<file path="config.mk">
export PLATFORM = sky130hd
export DESIGN_NAME = jpeg_zigzag_buffer
export DESIGN_NICKNAME = d
export VERILOG_FILES = /design/src/rtl/jpeg_zigzag_buffer.sv
export SDC_FILE = /design/constraint.sdc
export NUM_CORES = 2
export LEC_CHECK = 0
export CAP_MARGIN = 0
export CELL_PAD_IN_SITES_DETAIL_PLACEMENT = 1
export CELL_PAD_IN_SITES_GLOBAL_PLACEMENT = 1
export CORE_MARGIN = 2
export CORE_UTILIZATION = 50
export DETAILED_ROUTE_END_ITERATION = 8
export PLACE_DENSITY_LB_ADDON = 0.15
export SETUP_SLACK_MARGIN = 0.2
export SLEW_MARGIN = 20
export SYNTH_ARGS = -nofsm -noshare
export SYNTH_HDL_FRONTEND = slang
export SYNTH_SLANG_ARGS = --single-unit
</file>
<file path="constraint.sdc">
create_clock -name clk -period 4.4 [get_ports clk]
set_input_delay 0.88 -clock clk [delete_from_list [all_inputs] [get_ports clk]]
set_output_delay 0.88 -clock clk [all_outputs]
set_load 0.02 [all_outputs]
</file>
<file path="src/rtl/jpeg_zigzag_buffer.sv">
// Raster-to-zigzag reorder buffer between the quantizer and the run-length encoder.
// Ping-pong 64-entry banks; one registered output stage, one coefficient per clock sustained.
module jpeg_zigzag_buffer #(
  parameter int DWIDTH = 12
) (
  input  logic              clk,
  input  logic              rst,
  input  logic              in_valid,
  input  logic [DWIDTH-1:0] in_data,
  output logic              in_ready,
  output logic              out_valid,
  output logic [DWIDTH-1:0] out_data,
  output logic              out_sob,
  output logic              out_eob,
  input  logic              out_ready
);

  // Raster address for each zigzag index.
  localparam logic [5:0] ZZ [64] = '{
    6'd0,  6'd1,  6'd8,  6'd16, 6'd9,  6'd2,  6'd3,  6'd10,
    6'd17, 6'd24, 6'd32, 6'd25, 6'd18, 6'd11, 6'd4,  6'd5,
    6'd12, 6'd19, 6'd26, 6'd33, 6'd40, 6'd48, 6'd41, 6'd34,
    6'd27, 6'd20, 6'd13, 6'd6,  6'd7,  6'd14, 6'd21, 6'd28,
    6'd35, 6'd42, 6'd49, 6'd56, 6'd57, 6'd50, 6'd43, 6'd36,
    6'd29, 6'd22, 6'd15, 6'd23, 6'd30, 6'd37, 6'd44, 6'd51,
    6'd58, 6'd59, 6'd52, 6'd45, 6'd38, 6'd31, 6'd39, 6'd46,
    6'd53, 6'd60, 6'd61, 6'd54, 6'd47, 6'd55, 6'd62, 6'd63
  };

  logic [DWIDTH-1:0] bank [2][64];
  logic              wr_bank;
  logic              rd_bank;
  logic [5:0]        wr_idx;
  logic [5:0]        rd_idx;
  logic [1:0]        full;
  logic              wr_en;
  logic              rd_load;

  assign in_ready = !rst && !full[wr_bank];
  assign wr_en    = in_valid && in_ready;
  assign rd_load  = full[rd_bank] && (!out_valid || out_ready);

  always_ff @(posedge clk) begin
    if (wr_en) begin
      bank[wr_bank][wr_idx] <= in_data;
    end
  end

  // A set and a clear of full[] in the same cycle always hit different banks.
  always_ff @(posedge clk) begin
    if (rst) begin
      wr_bank   <= 1'b0;
      rd_bank   <= 1'b0;
      wr_idx    <= 6'd0;
      rd_idx    <= 6'd0;
      full      <= 2'b00;
      out_valid <= 1'b0;
      out_data  <= '0;
      out_sob   <= 1'b0;
      out_eob   <= 1'b0;
    end else begin
      if (wr_en) begin
        wr_idx <= wr_idx + 6'd1;
        if (wr_idx == 6'd63) begin
          full[wr_bank] <= 1'b1;
          wr_bank       <= !wr_bank;
        end
      end
      if (rd_load) begin
        out_data  <= bank[rd_bank][ZZ[rd_idx]];
        out_valid <= 1'b1;
        out_sob   <= (rd_idx == 6'd0);
        out_eob   <= (rd_idx == 6'd63);
        rd_idx    <= rd_idx + 6'd1;
        if (rd_idx == 6'd63) begin
          full[rd_bank] <= 1'b0;
          rd_bank       <= !rd_bank;
        end
      end else if (out_valid && out_ready) begin
        out_valid <= 1'b0;
      end
    end
  end

endmodule

</file>
==> Yosys cells after proc, flatten, opt, wreduce, memory -nomap -nowiden <==
Memory sizes are Yosys's and may differ from the RTL's. A register that Yosys moved wholly into a read port is not among the register bits.
Index checks and enable logic that the tools add are counted.
W data, S select, Z words.
{ "classes": {"reduce_logical": 17, "n_lt_le_gt_ge": 8, "eq_ne": 2, "n_mux": 26, "add_sub_neg": 2, "bitwise": 6} }
{ "op_table": {"columns": ["op", "n"], "rows": [
  ["$mux W768", 1],
  ["$bmux W12 S6", 1],
  ["$demux W12 S6", 1],
  ["$mux W12", 3],
  ["$ge A7 B7 Y1 const B", 3],
  ["$not A6 Y7", 3],
  ["$add A6 B1 Y6 const B", 2],
  ["$eq A6 B6 Y1 const B", 2],
  ["$mux W6", 2],
  ["$mux W1", 11],
  ["$mux W2", 5],
  ["$logic_and A1 B1 Y1", 7],
  ["$lt A7 B1 Y1 const B", 1],
  ["$logic_not A6 Y1", 1],
  ["$logic_not A1 Y1", 5],
  ["$lt A1 B2 Y1 const B", 2],
  ["$reduce_and A2 Y1", 2],
  ["$and A2 B2 Y2", 1],
  ["$demux W1 S1", 2],
  ["$ge A1 B1 Y1 const B", 2],
  ["$not A2 Y2", 1],
  ["$or A2 B2 Y2", 1],
  ["$reduce_bool A2 Y1", 1],
  ["$logic_or A1 B1 Y1", 1]
]} }
{ "word_totals": {"n_memories": 2, "output_inout_bits": 16, "regBits": 31, "rom_bits": 384, "ramBits": 1536} }
{ "mem_list": {"columns": ["memory", "words", "width", "rd", "rd_ports_with_merged_regs", "write_ports", "line", "source"], "rows": [
  ["bank", 2, 768, 1, 1, 1, "30", "logic [DWIDTH-1:0] bank [2][64];"],
  ["(no name shown)", 64, 6, 1, 0, 0, "70", "out_data <= bank[rd_bank][ZZ[rd_idx]];"]
]} }

==> Logic depth before layout (Yosys ltp) <==
{ "depth": {"ltp_word": 11, "mapped_depth": 18} }

==> Least setup slack after synthesis <==
No wires, ideal clock.
{ "synth_path": {"kind": "reg2reg", "from": "reg rd_idx[0]", "to": "reg out_data[8]", "synth_period_minus_slack_ns": 3.628, "setup_time_ns": 0.133, "stages_incl_launch_ff": 15, "t_arrival_ns": 3.495, "slack_ns": 0.772, "path_cell_list": "dfxtp_1 buf_2 inv_1 ha_1 clkbuf_1 inv_1 mux4_2 o32ai_2 a21o_1 buf_2 clkbuf_1 o21ai_0 or4_1 a32oi_1 o211ai_2"} }
{ "synth_via": {"elab_chain_len": 8} }
{ "synth_lines": {"columns": ["element", "line", "source"], "rows": [
  ["from (decl)", "34", "logic [5:0] rd_idx;"],
  ["from (signal assigned)", "74", "rd_idx <= rd_idx + 6'd1;"],
  ["$not A6 Y7 (implied by the code)", "70", null],
  ["$mem_v2 Z64 W6", null, null],
  ["$mux W6 (implied by the code) (2 in series)", "70", null],
  ["$not A6 Y7 (implied by the code)", "70", null],
  ["$bmux W12 S6", "70", null],
  ["$mux W12 (implied by the code) (2 in series)", "70", null],
  ["to (signal assigned)", "70", null],
  ["to (decl)", "12", "output logic [DWIDTH-1:0] out_data,"]
]} }
Every way passes these cells. The select of a mux whose other input is x is not followed.
A chain may end at the register's enable or synchronous reset.

==> Final worst setup path <==
{ "layout_path": {"from": "reg rd_idx[0]", "to": "reg out_data[6]"} }
Same word-level chain as after synthesis.

==> results.json <==
{
  "initial_utilization": 0.504,
  "ys.flop_type": "edfxtp_1",
  "worstMarginPinSlew_ns": 1.08,
  "min_period_over_period": 0.946,
  "crit_type": "reg -> reg",
  "placement_rows": 130,
  "total_leakage_power_uw": 0.0230,
  "vias_per_cell": 6.55,
  "mostFrequentLayoutCells": "1,536 x edfxtp_1, 349 x nand2_1, 306 x buf_4",
  "cp.arrival_ns": 4.86,
  "slew_viol_final": 0,
  "hold_path.class": "reg -> reg",
  "drc": 0,
  "ir_drop_mv": 0.373,
  "cts_buffers": 160,
  "synth_edf_count": 1536,
  "fin_crit_ns": 4.16,
  "synth.distinct_cells": 81,
  "drive_gt1_frac": 0.161,
  "cts.path.max_buffers": 3,
  "clock_skew_ns": 0.0196,
  "cts_root_buf": "clkbuf_16",
  "die_h_um": 360,
  "cts_sinks": 1568,
  "setup_viol": 0,
  "post-cts-setup-buffers": 0,
  "grt_first_pass_wirelength_um": 286000,
  "maxUsedRoutingLayer": "met5",
  "place_congestion": 0.847,
  "multi_input_area_um2": 15200,
  "hpwlAfterDp_um": 120000,
  "drt-initial-drc-count": 4735,
  "die_x_um": 360,
  "core_um2": 126000,
  "synthToLayoutAreaGrowth_pct": 14.6,
  "final_nets": 4254,
  "status": "complete, no violations",
  "synth-async-reset-ratio": 0,
  "fin_ws_ns": 0.239,
  "cts_tree": "done",
  "max-cap-violations": 0,
  "ys_ff_latch": 1568,
  "first_global_vias": 40300,
  "die_area_um2": 130000,
  "worstReg2RegStart": "rd_idx[0]$_SDFFE_PP0P_",
  "setup_tns_ns": 0,
  "post-place-ws_ns": 0.0243,
  "seqCellArea_um2": 46800,
  "htreeDepth": 4,
  "final_util": 0.577,
  "detail-route-antenna-nets": 0,
  "met1Wirelength_um": 80900,
  "p_per_area_nw_per_um2": 416,
  "avgSynthCellArea_um2": 15.8,
  "relSlewSlack": 0.273,
  "ys_seq_area_frac": 0.738,
  "syn-num-nets": 4038,
  "wl_met3_um": 15600,
  "final_hold_viol_count": 0,
  "grt_use_total": 0.303,
  "critPathLaunch": "rd_idx[0]$_SDFFE_PP0P_",
  "ioPinCount": 32,
  "synth_cells": 4006,
  "grt_remaining_overflow": 0,
  "drt_wl_total_um": 196000,
  "synth_area_um2": 63300,
  "via_count": 39300,
  "crit_required_ns": 5.10,
  "cts.clk_slew.worst_paths_ns": 0.06,
  "worstSkewPairLatency_ns": 0.79,
  "end_kind": "flop",
  "fillers": 11400,
  "grt_setup_unrepaired": "yes",
  "drtPass1Iterations": 5,
  "min-delay-start": "out_sob$_SDFFE_PP0P_",
  "critical_path.max_fanout": 11,
  "antenna_found_initial": 5,
  "mostFrequentLayoutCell": "edfxtp_1",
  "port_buffers": 31,
  "fmax_ghz": 0.240,
  "yosys_warnings": 0,
  "cp-start-kind": "flop",
  "routedWlPerCell_um": 32.7,
  "grt_max_degree": 121,
  "wl_met2_um": 92900
}
## sequential cells by signal (all words and copies together) (netlist names), named ones only
register   flops
bank        1536
full           2
out_data      12
out_eob        1
out_sob        1
out_valid      1
rd_bank        1
rd_idx         6
wr_bank        1
wr_idx         6
## synthesized netlist by cell type (4+ instances only)
cell type | count | area (µm²)
buf_6 | 6 | 67.6
o31ai_1 | 36 | 270
dfxtp_1 | 32 | 641
mux4_2 | 65 | 1460
a21oi_1 | 44 | 220
o2111ai_1 | 13 | 114
buf_1 | 11 | 41.3
and4_1 | 182 | 1590
nor2b_1 | 15 | 93.8
o211ai_2 | 5 | 62.6
mux2_2 | 11 | 124
xor2_1 | 6 | 52.6
a21o_1 | 24 | 180
a211oi_1 | 186 | 1400
o221ai_1 | 23 | 201
o22ai_1 | 67 | 419
nand3_1 | 135 | 676
nor2_1 | 169 | 634
o32a_1 | 11 | 110
nand4_1 | 72 | 450
mux2i_1 | 244 | 2440
clkbuf_1 | 173 | 649
nor4_1 | 79 | 494
a32o_1 | 13 | 130
buf_4 | 18 | 135
nand2_1 | 350 | 1310
a32oi_1 | 24 | 210
a31oi_1 | 51 | 319
edfxtp_1 | 1536 | 46100
ha_1 | 16 | 200
and2_1 | 4 | 25.0
o211ai_1 | 41 | 308
inv_1 | 38 | 143
o211a_1 | 13 | 130
buf_2 | 105 | 526
o21ai_0 | 58 | 290
or4_1 | 22 | 165
a211o_1 | 13 | 114
a22oi_1 | 14 | 105
nand2b_1 | 5 | 31.3
a41oi_1 | 12 | 105
xnor2_1 | 6 | 52.6
## worst paths after layout
kind	to	slack, ns	cells after the start
min	out_sob$_SDFFE_PP0P_	0.52	2
max	out_data[6]$_SDFFE_PP0P_	0.24	14
max reg2reg	out_data[6]$_SDFFE_PP0P_	0.24	14
min reg2reg	out_sob$_SDFFE_PP0P_	0.52	2
## critical path, stage by stage (launching register included)
cell and delay (ns):
dfxtp_1 0.33, inv_1 0.11, buf_4 0.17, ha_1 0.24
or3b_2 0.47, a21oi_2 0.27, buf_4 0.20, a211oi_4 0.09
nand3_2 0.24, nor2_1 0.17, buf_4 0.22, a32o_1 0.31
or4_1 0.79, o32a_1 0.26, o211ai_1 0.17
## final cells by class
class,instances,share of cell area
multi-input cells,2084,0.209
well taps,1650,0.0284
flip-flops and latches,1568,0.644
clock buffers,207,0.0599
inverters,40,0.00207
repair buffers,368,0.0459
clock inverters,84,0.0101
diodes,1,0.0000345
## kinds of logic after synthesis
group | share of synthesized area
compound gates | 0.0783
xor+xnor | 0.00166
fa+ha+maj | 0.00316
buf+inv | 0.0250
flops | 0.738
mux | 0.0639
simple gates | 0.0898
## layer usage
metal  global-route usage  vias to the layer above
li1                     -                    16600
met1                0.428                    20700
met2                0.478                     1776
met3               0.0470                      358
met4                0.112                        2
met5                    0                        -
## through the flow
step,power [µW],cells,area [µm²],hold WS (ns)
floorplan,16700,4006,63300,0.497
global placement,17100,5709,67400,0.515
detailed placement,17100,5709,67400,0.522
CTS,30300,6000,72500,0.539
global route,30800,6001,72600,0.573
finish,30200,6002,72600,0.516
## power by group
part	total [µW]	switching [µW]	internal, µW
Combinational	386	335	51.1
Clock	13400	5680	7700
Sequential	16400	4.13	16400
Total	30200	6020	24100
## repair_timing
item | 4_1_cts | 5_1_grt
pin swaps | 0 | 0
hold buffers | 0 | 0
setup endpoints to repair | 10 | 12
gates resized for setup | 8 | 15
Note: power is estimated with default switching activity, not from simulation.
